File: src/rtl/motor_pkg.sv
// Shared definitions for the stepper motion profile: controller states and
// default speed-code settings.
package motor_pkg;

  localparam logic [15:0] SPEED_SLOW_DEF = 16'd60000;
  localparam logic [15:0] SPEED_FAST_DEF = 16'd0;
  localparam logic [15:0] ACCEL_STEP_DEF = 16'd500;

  typedef enum logic [2:0] {
    IDLE,
    ACCEL,
    CRUISE,
    DECEL,
    HOMING,
    FAULT
  } state_t;

endpackage

File: src/rtl/sync2.sv
// Two-flop synchronizer for asynchronous motor-driver pins. Flops reset to 1
// so the active-low pins read inactive while in reset.
module sync2 #(
  parameter int W = 1
) (
  input  logic         clk,
  input  logic         nrst,
  input  logic [W-1:0] d,
  output logic [W-1:0] q
);

  logic [W-1:0] meta;

  // Double-register the pins into the clk domain.
  always_ff @(posedge clk or negedge nrst) begin
    if (!nrst) begin
      meta <= '1;
      q    <= '1;
    end else begin
      meta <= d;
      q    <= meta;
    end
  end

endmodule

File: src/rtl/stepper_profile.sv
// Trapezoidal stepper motion profile controller. Accepts relative moves and
// homing commands, ramps the speed code per counted step, tracks absolute
// position and reacts to abort, driver fault and home switch.
module stepper_profile
  import motor_pkg::*;
#(
  parameter logic [15:0] SPEED_SLOW = SPEED_SLOW_DEF,
  parameter logic [15:0] SPEED_FAST = SPEED_FAST_DEF,
  parameter logic [15:0] ACCEL_STEP = ACCEL_STEP_DEF,
  parameter logic        HOME_DIR   = 1'b0
) (
  input  logic               clk_100M,
  input  logic               nrst,
  input  logic               cmd_valid,
  output logic               cmd_ready,
  input  logic               cmd_home,
  input  logic               cmd_dir,
  input  logic [23:0]        cmd_steps,
  input  logic               abort,
  input  logic               clr_fault,
  input  logic               mtr_step,
  input  logic               mtr_nhome,
  input  logic               mtr_nflt,
  output logic               en,
  output logic               dir,
  output logic [15:0]        speed,
  output logic               busy,
  output logic               done,
  output logic               fault,
  output logic signed [31:0] position
);

  state_t      state;
  logic [1:0]  pins_s;
  logic        nhome_s;
  logic        nflt_s;
  logic        step_q;
  logic        step_cnt;
  logic [23:0] remaining;
  logic [23:0] ramp_cnt;
  logic [23:0] rem_n;
  logic        ramp_down;
  logic [15:0] spd_dn;
  logic [15:0] spd_up;

  // Faster step: subtract ACCEL_STEP but never go below SPEED_FAST (no wrap).
  function automatic logic [15:0] speed_down(input logic [15:0] s);
    logic [16:0] floor_v;
    floor_v = {1'b0, SPEED_FAST} + {1'b0, ACCEL_STEP};
    if ({1'b0, s} > floor_v) return s - ACCEL_STEP;
    else                     return SPEED_FAST;
  endfunction

  // Slower step: add ACCEL_STEP but never exceed SPEED_SLOW (no wrap).
  function automatic logic [15:0] speed_up(input logic [15:0] s);
    logic [16:0] sum;
    sum = {1'b0, s} + {1'b0, ACCEL_STEP};
    if (sum > {1'b0, SPEED_SLOW}) return SPEED_SLOW;
    else                          return sum[15:0];
  endfunction

  sync2 #(.W(2)) u_sync (
    .clk  (clk_100M),
    .nrst (nrst),
    .d    ({mtr_nflt, mtr_nhome}),
    .q    (pins_s)
  );

  assign nhome_s  = pins_s[0];
  assign nflt_s   = pins_s[1];
  assign step_cnt = mtr_step & ~step_q & en;
  assign rem_n    = remaining - 24'd1;
  // A step becomes a decel step once the steps left after it no longer exceed
  // the steps spent accelerating, so the ramp down mirrors the ramp up.
  assign ramp_down = (state == DECEL) || (rem_n <= ramp_cnt);
  assign spd_dn    = speed_down(speed);
  assign spd_up    = speed_up(speed);

  // Controller FSM with registered outputs, position counter and step edge detect.
  always_ff @(posedge clk_100M or negedge nrst) begin
    if (!nrst) begin
      state     <= IDLE;
      cmd_ready <= 1'b1;
      en        <= 1'b0;
      dir       <= 1'b0;
      speed     <= SPEED_SLOW;
      busy      <= 1'b0;
      done      <= 1'b0;
      fault     <= 1'b0;
      position  <= '0;
      remaining <= '0;
      ramp_cnt  <= '0;
      step_q    <= 1'b0;
    end else begin
      step_q <= mtr_step;
      done   <= 1'b0;
      if (!nflt_s) begin
        // Driver fault overrides stepping, abort and completion.
        state     <= FAULT;
        en        <= 1'b0;
        busy      <= 1'b0;
        fault     <= 1'b1;
        cmd_ready <= 1'b0;
      end else begin
        if (step_cnt) position <= dir ? position + 32'sd1 : position - 32'sd1;
        case (state)
          IDLE: begin
            if (cmd_valid && cmd_ready) begin
              if (cmd_home) begin
                dir       <= HOME_DIR;
                speed     <= SPEED_SLOW;
                en        <= 1'b1;
                busy      <= 1'b1;
                cmd_ready <= 1'b0;
                state     <= HOMING;
              end else if (cmd_steps == 24'd0) begin
                done <= 1'b1;
              end else begin
                dir       <= cmd_dir;
                remaining <= cmd_steps;
                ramp_cnt  <= '0;
                speed     <= SPEED_SLOW;
                en        <= 1'b1;
                busy      <= 1'b1;
                cmd_ready <= 1'b0;
                state     <= ACCEL;
              end
            end
          end
          ACCEL, CRUISE, DECEL: begin
            if (abort) begin
              en        <= 1'b0;
              busy      <= 1'b0;
              done      <= 1'b1;
              cmd_ready <= 1'b1;
              remaining <= '0;
              ramp_cnt  <= '0;
              state     <= IDLE;
            end else if (step_cnt) begin
              remaining <= rem_n;
              if (ramp_down) begin
                speed    <= spd_up;
                ramp_cnt <= (ramp_cnt == 24'd0) ? 24'd0 : ramp_cnt - 24'd1;
                state    <= DECEL;
              end else if (state == ACCEL) begin
                speed    <= spd_dn;
                ramp_cnt <= ramp_cnt + 24'd1;
                state    <= (spd_dn == SPEED_FAST) ? CRUISE : ACCEL;
              end
              if (rem_n == 24'd0) begin
                en        <= 1'b0;
                busy      <= 1'b0;
                done      <= 1'b1;
                cmd_ready <= 1'b1;
                state     <= IDLE;
              end
            end
          end
          HOMING: begin
            if (abort || !nhome_s) begin
              en        <= 1'b0;
              busy      <= 1'b0;
              done      <= 1'b1;
              cmd_ready <= 1'b1;
              state     <= IDLE;
              if (!abort) position <= '0;
            end
          end
          FAULT: begin
            if (clr_fault) begin
              fault     <= 1'b0;
              cmd_ready <= 1'b1;
              state     <= IDLE;
            end
          end
          default: state <= IDLE;
        endcase
      end
    end
  end

endmodule

File: config.mk
export PLATFORM = sky130hd
export DESIGN_NAME = stepper_profile
export DESIGN_NICKNAME = d
export VERILOG_FILES = /design/src/rtl/motor_pkg.sv /design/src/rtl/sync2.sv /design/src/rtl/stepper_profile.sv
export SDC_FILE = /design/constraint.sdc
export NUM_CORES = 1
export LEC_CHECK = 0
export ABC_AREA = 0
export CORE_AREA = 2 2 165 167
export DETAILED_ROUTE_END_ITERATION = 12
export DIE_AREA = 0 0 167 169
export PLACE_DENSITY_LB_ADDON = 0.08
export RECOVER_POWER = 25
export SYNTH_ARGS = -nofsm -noshare
export SYNTH_HDL_FRONTEND = slang
export SYNTH_SLANG_ARGS = --single-unit
File: constraint.sdc
create_clock -name clk_100M -period 4.6 [get_ports clk_100M]
set_input_delay 0.92 -clock clk_100M [delete_from_list [all_inputs] [get_ports clk_100M]]
set_output_delay 0.92 -clock clk_100M [all_outputs]
set_load 0.005 [all_outputs]
==> results of run 1 <==
-- stage by stage --
step	std cells	setup TNS, ns	utilization [%]
5_1_grt	1602	-7.37	44.5
6_report	1602	-0.541	44.5
3_3_place_gp	1570	-0.253	41.4
4_1_cts	1591	-0.0484	43.1
2_1_floorplan	1123	-0.230	-
3_5_place_dp	1570	-1.49	41.4
-- worst register-to-register path, cell delays in order (launching register included) --
cell	delay, ns
sky130_fd_sc_hd__dfrtp_1	0.38
sky130_fd_sc_hd__or3_4	0.38
sky130_fd_sc_hd__or3_4	0.33
sky130_fd_sc_hd__or3_4	0.33
sky130_fd_sc_hd__nand2b_4	0.15
sky130_fd_sc_hd__or4_4	0.46
sky130_fd_sc_hd__xnor2_4	0.18
sky130_fd_sc_hd__ha_4	0.29
sky130_fd_sc_hd__nand4_1	0.17
sky130_fd_sc_hd__or3_4	0.40
sky130_fd_sc_hd__a211oi_4	0.28
sky130_fd_sc_hd__nor2_4	0.11
sky130_fd_sc_hd__o41ai_4	0.34
sky130_fd_sc_hd__buf_4	0.20
sky130_fd_sc_hd__nor3_2	0.05
sky130_fd_sc_hd__a2111oi_2	0.40
sky130_fd_sc_hd__o211ai_1	0.12
-- worst paths after layout --
kind                                 from            to  slack [ns]
min in group asynchronous            nrst  position[16]        1.75
hold / removal             u_sync.meta[0]   u_sync.q[0]        0.36
hold reg to reg            u_sync.meta[0]   u_sync.q[0]        0.36
setup reg to reg            remaining[13]      speed[4]       -0.08
max in group asynchronous            nrst          busy        0.86
setup / recovery            remaining[13]      speed[4]       -0.08
-- metal layers --
layer	vias to the layer above	wire length, um	global-route usage, %
met5	-	0	0
met4	0	472	4.95
met3	31	1120	3.27
met2	208	13400	32.8
met1	4428	14800	29.5
li1	4493	-	-
-- cells by family (layout without fill, tap and decap cells) --
family | count (synthesis) | count (layout) | synth area share [%]
compound gates | 388 | 388 | 28.4
fa+ha+maj | 64 | 64 | 8.82
xor+xnor | 55 | 55 | 5.25
flops | 109 | 109 | 29.9
mux | 6 | 6 | 0.860
buf+inv | 120 | 257 | 5.20
simple gates | 381 | 382 | 21.5
-- power by group --
| group | internal, uW | switching [uW] |
|---|---|---|
| logic | 3390 | 3990 |
| clock network | 377 | 427 |
| registers | 1340 | 570 |
-- repair_timing --
item,CTS,global route
buffers inserted,5,9
cloned,0,2
gates resized for setup,27,60
pin swaps,9,19
hold buffers,0,0
setup endpoints to repair,34,42
-- registers in the layout, indices dropped and copies added, names as in the netlist, 2 cells and up --
register,cells
position,32
ramp_cnt,24
remaining,24
speed,16
state,3
u_sync.meta,2
u_sync.q,2
-- layout make-up --
type	instances	area (um2)	area share, %
timing repair buffer	181	1680	14.3
tap	341	427	3.62
clock inverter	7	57.6	0.488
clock buffer	9	225	1.91
multi-input combinational	895	6440	54.6
sequential	109	2740	23.2
inverter	60	225	1.91
-- layout by cell type, fill, tap and decap left out, types with 6 or more instances in the layout --
cell type and count:
sky130_fd_sc_hd__a211o_1 6, sky130_fd_sc_hd__a21o_1 21, sky130_fd_sc_hd__a21oi_1 88, sky130_fd_sc_hd__a221oi_1 12
sky130_fd_sc_hd__a22o_1 28, sky130_fd_sc_hd__a22oi_1 6, sky130_fd_sc_hd__a31o_2 7, sky130_fd_sc_hd__a31oi_1 19
sky130_fd_sc_hd__a32oi_1 6, sky130_fd_sc_hd__and2_1 7, sky130_fd_sc_hd__and3_1 14, sky130_fd_sc_hd__and4_1 6
sky130_fd_sc_hd__buf_4 78, sky130_fd_sc_hd__buf_6 10, sky130_fd_sc_hd__clkbuf_16 10, sky130_fd_sc_hd__clkdlybuf4s50_1 83
sky130_fd_sc_hd__dfrtp_1 97, sky130_fd_sc_hd__dfstp_2 12, sky130_fd_sc_hd__ha_1 62, sky130_fd_sc_hd__inv_1 60
sky130_fd_sc_hd__nand2_1 70, sky130_fd_sc_hd__nand2b_1 7, sky130_fd_sc_hd__nand3_1 22, sky130_fd_sc_hd__nand4_1 17
sky130_fd_sc_hd__nor2_1 81, sky130_fd_sc_hd__nor2b_1 9, sky130_fd_sc_hd__nor3_1 45, sky130_fd_sc_hd__nor3_2 9
sky130_fd_sc_hd__nor4_1 23, sky130_fd_sc_hd__o211ai_1 6, sky130_fd_sc_hd__o21a_1 6, sky130_fd_sc_hd__o21ai_0 66
sky130_fd_sc_hd__o21ai_1 13, sky130_fd_sc_hd__o22a_1 7, sky130_fd_sc_hd__o22ai_1 12, sky130_fd_sc_hd__o31ai_1 14
sky130_fd_sc_hd__or2_2 6, sky130_fd_sc_hd__or3_1 16, sky130_fd_sc_hd__xnor2_1 34, sky130_fd_sc_hd__xor2_1 20
==> results.tsv, run 1 <==
stage	metric	value	unit
setup_path	timing.critical_path.cells	or3_4, or3_4, or3_4, nand2b_4, or4_4, xnor2_4, ha_4, nand4_1, or3_4, a211oi_4, nor2_4, o41ai_4, buf_4, nor3_2, a2111oi_2, o211ai_1	
floorplanning	die_w	167	um
grt	gr-total-overflow	0	
route	remaining_design_rule_violation_count	0	
clock_tree	tritoncts_clock_tree	done	
timing	min_period	4.68	ns
clock_tree	clkSlewWorstSetupHoldPaths	0.09	ns
placed_design	hpwl_reported_at_the_end_of_detailed_placement	21.6	mm
power_and_ir_drop	p_leak	0.00489	uW
timing	hold_ws	0.360	ns
synthesis	yosys_register_bits	109	
setup_path	path_common_cell	sky130_fd_sc_hd__or3_4	
timing	final_critical_path_setup_slack	-0.0774	ns
floorplanning	initial_core_util	34.6	%
clock_tree	ctsHtreeMaxLevel	3	
synthesis	yosys.cell_types.count	80	
synthesis	synth.net_count	1221	
timing	setup_viol_count_final	15	
synthesis	synth_top_flop_cell	sky130_fd_sc_hd__dfrtp_1	
timing	tightest_slew	3.54	ns
hold_path	holdPathStages	0	
job	drv.max_cap_violation_count	1	
synthesis	synth_commonest_cells	sky130_fd_sc_hd__dfrtp_1, sky130_fd_sc_hd__a21oi_1, sky130_fd_sc_hd__nor2_1, sky130_fd_sc_hd__o21ai_0, sky130_fd_sc_hd__nand2_1	
grt	track_usage	20.7	%
setup_path	cpPeakStageDelay	0.46	ns
grt	number_of_antenna_violations_at_the_first_check_in_global_routing	0	
placed_design	gp_routability_congestion	0.844	
setup_path	end_kind	flop	
setup_path	worstPathBufferInverterCount	1	
route	detail_route.vias_per_cell	5.72	
timing	timing.clock.skew	0.0126	ns
grt	grt_max_degree	65	
cells_and_area	finalNetCount	1354	
setup_path	cp_top_family	simple AND/OR/NAND/NOR gates	
route	wire_per_inst	18.6	um
route	drt-initial-drc-count	550	
floorplanning	num_io_pins	88	
route	antenna_violating_nets_post_route	0	
cells_and_area	finalInstanceArea	0.0118	mm2
route	wl	29.9	mm
grt	grt_pass1_wl	47.6	mm
floorplanning	floorplan.core_area	0.0265	mm2
cells_and_area	layout_overhead_on_the_synthesized_area	28.7	%
synthesis	mappedNetlistArea	0.00917	mm2
cells_and_area	antenna_cells_inserted	0	
route	firstDrtPassIters	5	
timing	finalHoldViolCount	0	
floorplanning	floorplan.die_area	0.0282	mm2
clock_tree	cts.sinks	109	
timing	post-route-period-util	102	%
setup_path	worstSetupPathDepth	16	
setup_path	setup.worst_path.class	reg2reg	
setup_path	r2r_cell_count	16	
cells_and_area	fillers	2631	
setup_path	cp_data_arrival_time	4.93	ns
synthesis	synth-edff-count	0	
route	via_count	9160	
grt	first_global_vias	8859	
synthesis	yosysSeqAreaShare	29.9	%
status	result_of_the_run	complete, but fails checks	
placed_design	dp_worst_setup_slack	-0.255	ns
clock_tree	cts_inserted_buffers	9	
synthesis	cell_count_after_synthesis	1123	
clock_tree	clk_latency	0.37	ns
timing	fmax	0.214	GHz
setup_path	worst-path-max-fanout	7	
placed_design	buffer_ports.inserted	87	
synthesis	yosysWarnings	0	
synthesis	synth_most_common_cell	sky130_fd_sc_hd__dfrtp_1	
floorplanning	rows	60	
floorplanning	chipHeight	169	um
power_and_ir_drop	max-vdd-ir-drop	0.348	mV
synthesis	synth.area.top_cells	sky130_fd_sc_hd__dfrtp_1, sky130_fd_sc_hd__ha_1, sky130_fd_sc_hd__a21oi_1, sky130_fd_sc_hd__o21ai_0, sky130_fd_sc_hd__nor2_1	
cells_and_area	drive_above_1_share	18.1	%
status	violations_in_the_final_reports	capacitance limit, slew limit, setup timing	
setup_path	timing.critical_path.slowest_stage_cell	sky130_fd_sc_hd__or4_4	
power_and_ir_drop	design_power_total	10100	uW
synthesis	netlist.top_cell.by_area	sky130_fd_sc_hd__dfrtp_1	
setup_path	cp.required	4.85	ns
placed_design	placement_stage_cell_area	0.0110	mm2
synthesis	synthesis.area_per_instance	8.16	um2
synthesis	ys_async_sr_fraction	100	%
timing	maxSlewHeadroom	-136	%
clock_tree	max-clock-path-buffers	2	
setup_path	cp-start-kind	flop	
clock_tree	clockRootBuffer	sky130_fd_sc_hd__clkbuf_16	
hold_path	hold_path_class	reg2reg	
synthesis	synth_top_area_share	26.5	%
timing	rsz_0062_raised_after_global_routing	true	
power_and_ir_drop	cellPowerDensity	856	mW/mm2
timing	maxSlewViolCount	65	
(Power assumes the default switching activity.)
==> run 2, diff against run 1 <==
--- a/config.mk
+++ b/config.mk
@@ -6,9 +6,9 @@
 export NUM_CORES = 1
 export LEC_CHECK = 0
 export ABC_AREA = 0
-export CORE_AREA = 2 2 165 167
+export CORE_AREA = 2 2 151 153
 export DETAILED_ROUTE_END_ITERATION = 12
-export DIE_AREA = 0 0 167 169
+export DIE_AREA = 0 0 153 155
 export PLACE_DENSITY_LB_ADDON = 0.08
 export RECOVER_POWER = 25
 export SYNTH_ARGS = -nofsm -noshare
==> run 2 against run 1 <==
Against the previous run:
- the run still ends with capacitance limit, slew limit, setup timing left
- first-iteration DRC count up 3.6%
- via count grew 1.6%
- design area fell by 0.80%
- combinational power fell by 0.7%
- worst hold slack worse by 0.0015 ns
- utilization up 8.1 points
- critical endpoint is now ramp_cnt[9]
- largest cell class unchanged
==> results.tsv, run 2 (synthesized netlist as in run 1, its figures left out) <==
stage	metric	value	unit	change
grt	met1_track_demand_over_resource_in_global_routing	35.2	%	+5.7 points
cells_and_area	finalCoreUtilization	52.6	%	+8.1 points
power_and_ir_drop	p_leak	0.00489	uW	about the same
status	violations_in_the_final_reports	capacitance limit, slew limit, setup timing		
setup_path	reg2reg_slack	-0.11	ns	-0.03 ns
grt	global_route.peak_usage_layer	met2		
timing	maxSlewHeadroom	-120	%	+16 points
timing	finalHoldViolCount	0		unchanged
setup_path	worstPathBufferInverterCount	2		+1
floorplanning	die_w	153	um	-8.4%
grt	track_usage	23.6	%	+2.9 points
setup_path	path_common_cell	sky130_fd_sc_hd__or3_4		
clock_tree	clockRootBuffer	sky130_fd_sc_hd__clkbuf_16		
grt	grt_max_degree	60		-7.7%
setup_path	end_kind	flop		
setup_path	timing.critical_path.slowest_stage_cell	sky130_fd_sc_hd__or4_4		
clock_tree	tritoncts_clock_tree	done		
cells_and_area	largestRegisters	position x32, ramp_cnt x24, remaining x24		
cells_and_area	final_common_cell	sky130_fd_sc_hd__dfrtp_1		
clock_tree	clk_latency	0.36	ns	about the same
clock_tree	cts.sinks	109		unchanged
setup_path	cp.required	4.86	ns	about the same
timing	rsz_0062_raised_after_global_routing	true		
timing	timing.clock.skew	0.0152	ns	+0.00261 ns
route	remaining_design_rule_violation_count	0		unchanged
power_and_ir_drop	max-vdd-ir-drop	0.342	mV	-1.7%
route	wire_per_inst	18.6	um	about the same
cells_and_area	fillers	2139		-19%
timing	setup_viol_count_final	16		+1
route	via_count	9307		+1.6%
setup_path	timing.critical_path.cells	or3_4, or3_4, or3_4, nand2b_4, or4_4, xnor2_4, ha_4, nand4_1, or3_4, o211ai_1, nor2_2, buf_6, o41ai_4, buf_4, nand2b_4, o31ai_1, a31o_2		
cells_and_area	layout_overhead_on_the_synthesized_area	27.6	%	
route	firstDrtPassIters	7		+2
route	wl	29.0	mm	-3.0%
grt	first_global_vias	8537		-3.6%
floorplanning	initial_core_util	41.2	%	+6.7 points
hold_path	holdPathStages	0		unchanged
route	antenna_violating_nets_post_route	0		unchanged
clock_tree	max-clock-path-buffers	2		unchanged
cells_and_area	layout_common_cells	sky130_fd_sc_hd__dfrtp_1, sky130_fd_sc_hd__a21oi_1, sky130_fd_sc_hd__nor2_1		
timing	post-route-period-util	102	%	+0.68 points
grt	number_of_antenna_violations_at_the_first_check_in_global_routing	0		unchanged
setup_path	regToRegEndpoint	ramp_cnt[9]		
timing	fmax	0.212	GHz	-0.67%
cells_and_area	registers.top_by_ff_count	position		
status	result_of_the_run	complete, but fails checks		
setup_path	cp_top_family	simple AND/OR/NAND/NOR gates		
timing	maxSlewViolCount	60		-7.7%
cells_and_area	largest_register_ff_count	32		unchanged
cells_and_area	drive_above_1_share	17.1	%	-0.97 points
power_and_ir_drop	cellPowerDensity	860	mW/mm2	+0.50%
placed_design	hpwl_reported_at_the_end_of_detailed_placement	20.7	mm	-3.9%
setup_path	regToRegStartpoint	remaining[13]		
placed_design	gp_routability_congestion	0.875		+3.6%
cells_and_area	register_area	0.00274	mm2	unchanged
grt	met2_track_demand_over_resource_in_global_routing	36.6	%	+3.8 points
setup_path	cpPeakStageDelay	0.46	ns	about the same
floorplanning	rows	55		-8.3%
clock_tree	cts_inserted_buffers	9		unchanged
timing	min_period	4.71	ns	+0.0315 ns
hold_path	whs_endpoint	u_sync.q[0]		
cells_and_area	finalNetCount	1361		+0.52%
floorplanning	floorplan.die_area	0.0237	mm2	-16%
grt	grt_pass1_wl	45.7	mm	-3.9%
setup_path	worst-path-max-fanout	5		-2
clock_tree	ctsHtreeMaxLevel	3		unchanged
clock_tree	clkSlewWorstSetupHoldPaths	0.08	ns	about the same
grt	gr-total-overflow	0		unchanged
hold_path	hold_path_class	reg2reg		
hold_path	hold_start	u_sync.meta[0]		
setup_path	setup.worst_path.class	reg2reg		
route	detail_route.vias_per_cell	5.99		+4.8%
timing	final_critical_path_setup_slack	-0.109	ns	-0.0315 ns
placed_design	buffer_ports.inserted	87		unchanged
cells_and_area	multi_input_comb_area	0.00635	mm2	-1.3%
route	drt-initial-drc-count	570		+3.6%
placed_design	placement_stage_cell_area	0.0109	mm2	-0.68%
job	drv.max_cap_violation_count	1		unchanged
setup_path	cp_data_arrival_time	4.97	ns	+0.04 ns
setup_path	r2r_cell_count	17		+1
timing	tightest_slew	3.30	ns	-0.239 ns
setup_path	cp-start-kind	flop		
cells_and_area	finalInstanceArea	0.0117	mm2	-0.80%
floorplanning	num_io_pins	88		unchanged
grt	grt_met3_use	3.20	%	-0.070 points
floorplanning	chipHeight	155	um	-8.3%
cells_and_area	antenna_cells_inserted	0		unchanged
floorplanning	floorplan.core_area	0.0222	mm2	-16%
==> run 2: changes by cell type in the layout (fill, tap and decap cells not counted), moves of 3 or more <==
cell / previous run / this run
sky130_fd_sc_hd__o21ai_0: 66 / 72
sky130_fd_sc_hd__a31oi_1: 19 / 24
sky130_fd_sc_hd__nor2_4: 5 / 0
sky130_fd_sc_hd__o21ai_1: 13 / 8
sky130_fd_sc_hd__nor3_2: 9 / 5
sky130_fd_sc_hd__a31oi_4: 3 / 0
sky130_fd_sc_hd__nor2_1: 81 / 84
sky130_fd_sc_hd__nor3_1: 45 / 48
==> run 2: layout make-up <==
cell class	instances	share of cell area (%)
clock buffer	11	1.99
inverter	60	1.92
timing repair buffer	186	14.8
sequential	109	23.4
tap	285	3.05
clock inverter	5	0.513
multi-input combinational	897	54.3
==> run 2: timing repair <==
item | 4_1_cts | 5_1_grt
buffers inserted | 0 | 18
cloned | 0 | 5
resized for setup | 9 | 62
pin swaps | 2 | 24
hold buffers | 0 | 0
setup endpoints to repair | 30 | 44
==> run 2: how the worst max path moves through the flow <==
stage                               to  slack (ns)  depth (start not counted)          start
after floorplan           ramp_cnt[11]       -0.08                         19  remaining[13]
after global placement        speed[4]       -0.03                         15  remaining[13]
after detailed placement      speed[4]       -0.09                         15  remaining[13]
after CTS                  ramp_cnt[9]       -0.03                         16  remaining[13]
after global routing          speed[4]       -0.23                         16  remaining[13]
final                      ramp_cnt[9]       -0.11                         17  remaining[13]
==> run 2: per-layer routing <==
layer  vias up  wire length (um)
li1       4512                 -
met1      4550             14300
met2       222             13000
met3        23              1390
met4         0               281
met5         -                 0
==> run 2: where the power goes <==
group / internal [uW] / switching [uW]
Clock: 427 / 401
Combinational: 3400 / 3930
Sequential: 1340 / 565
Total: 5170 / 4890
==> run 2: stage by stage <==
stage / setup TNS (ns) / cells / hold WS (ns) / setup slack (ns) / total power [uW]
final: -0.862 / 1553 / 0.359 / -0.109 / 10100
after global routing: -5.38 / 1553 / 0.361 / -0.235 / 11000
after CTS: -0.124 / 1531 / 0.360 / -0.0291 / 9600
after detailed placement: -0.807 / 1515 / 0.349 / -0.0907 / 8670
after global placement: -0.0632 / 1515 / 0.347 / -0.0326 / 8640
after floorplan: -0.230 / 1123 / 0.345 / -0.0774 / 6640
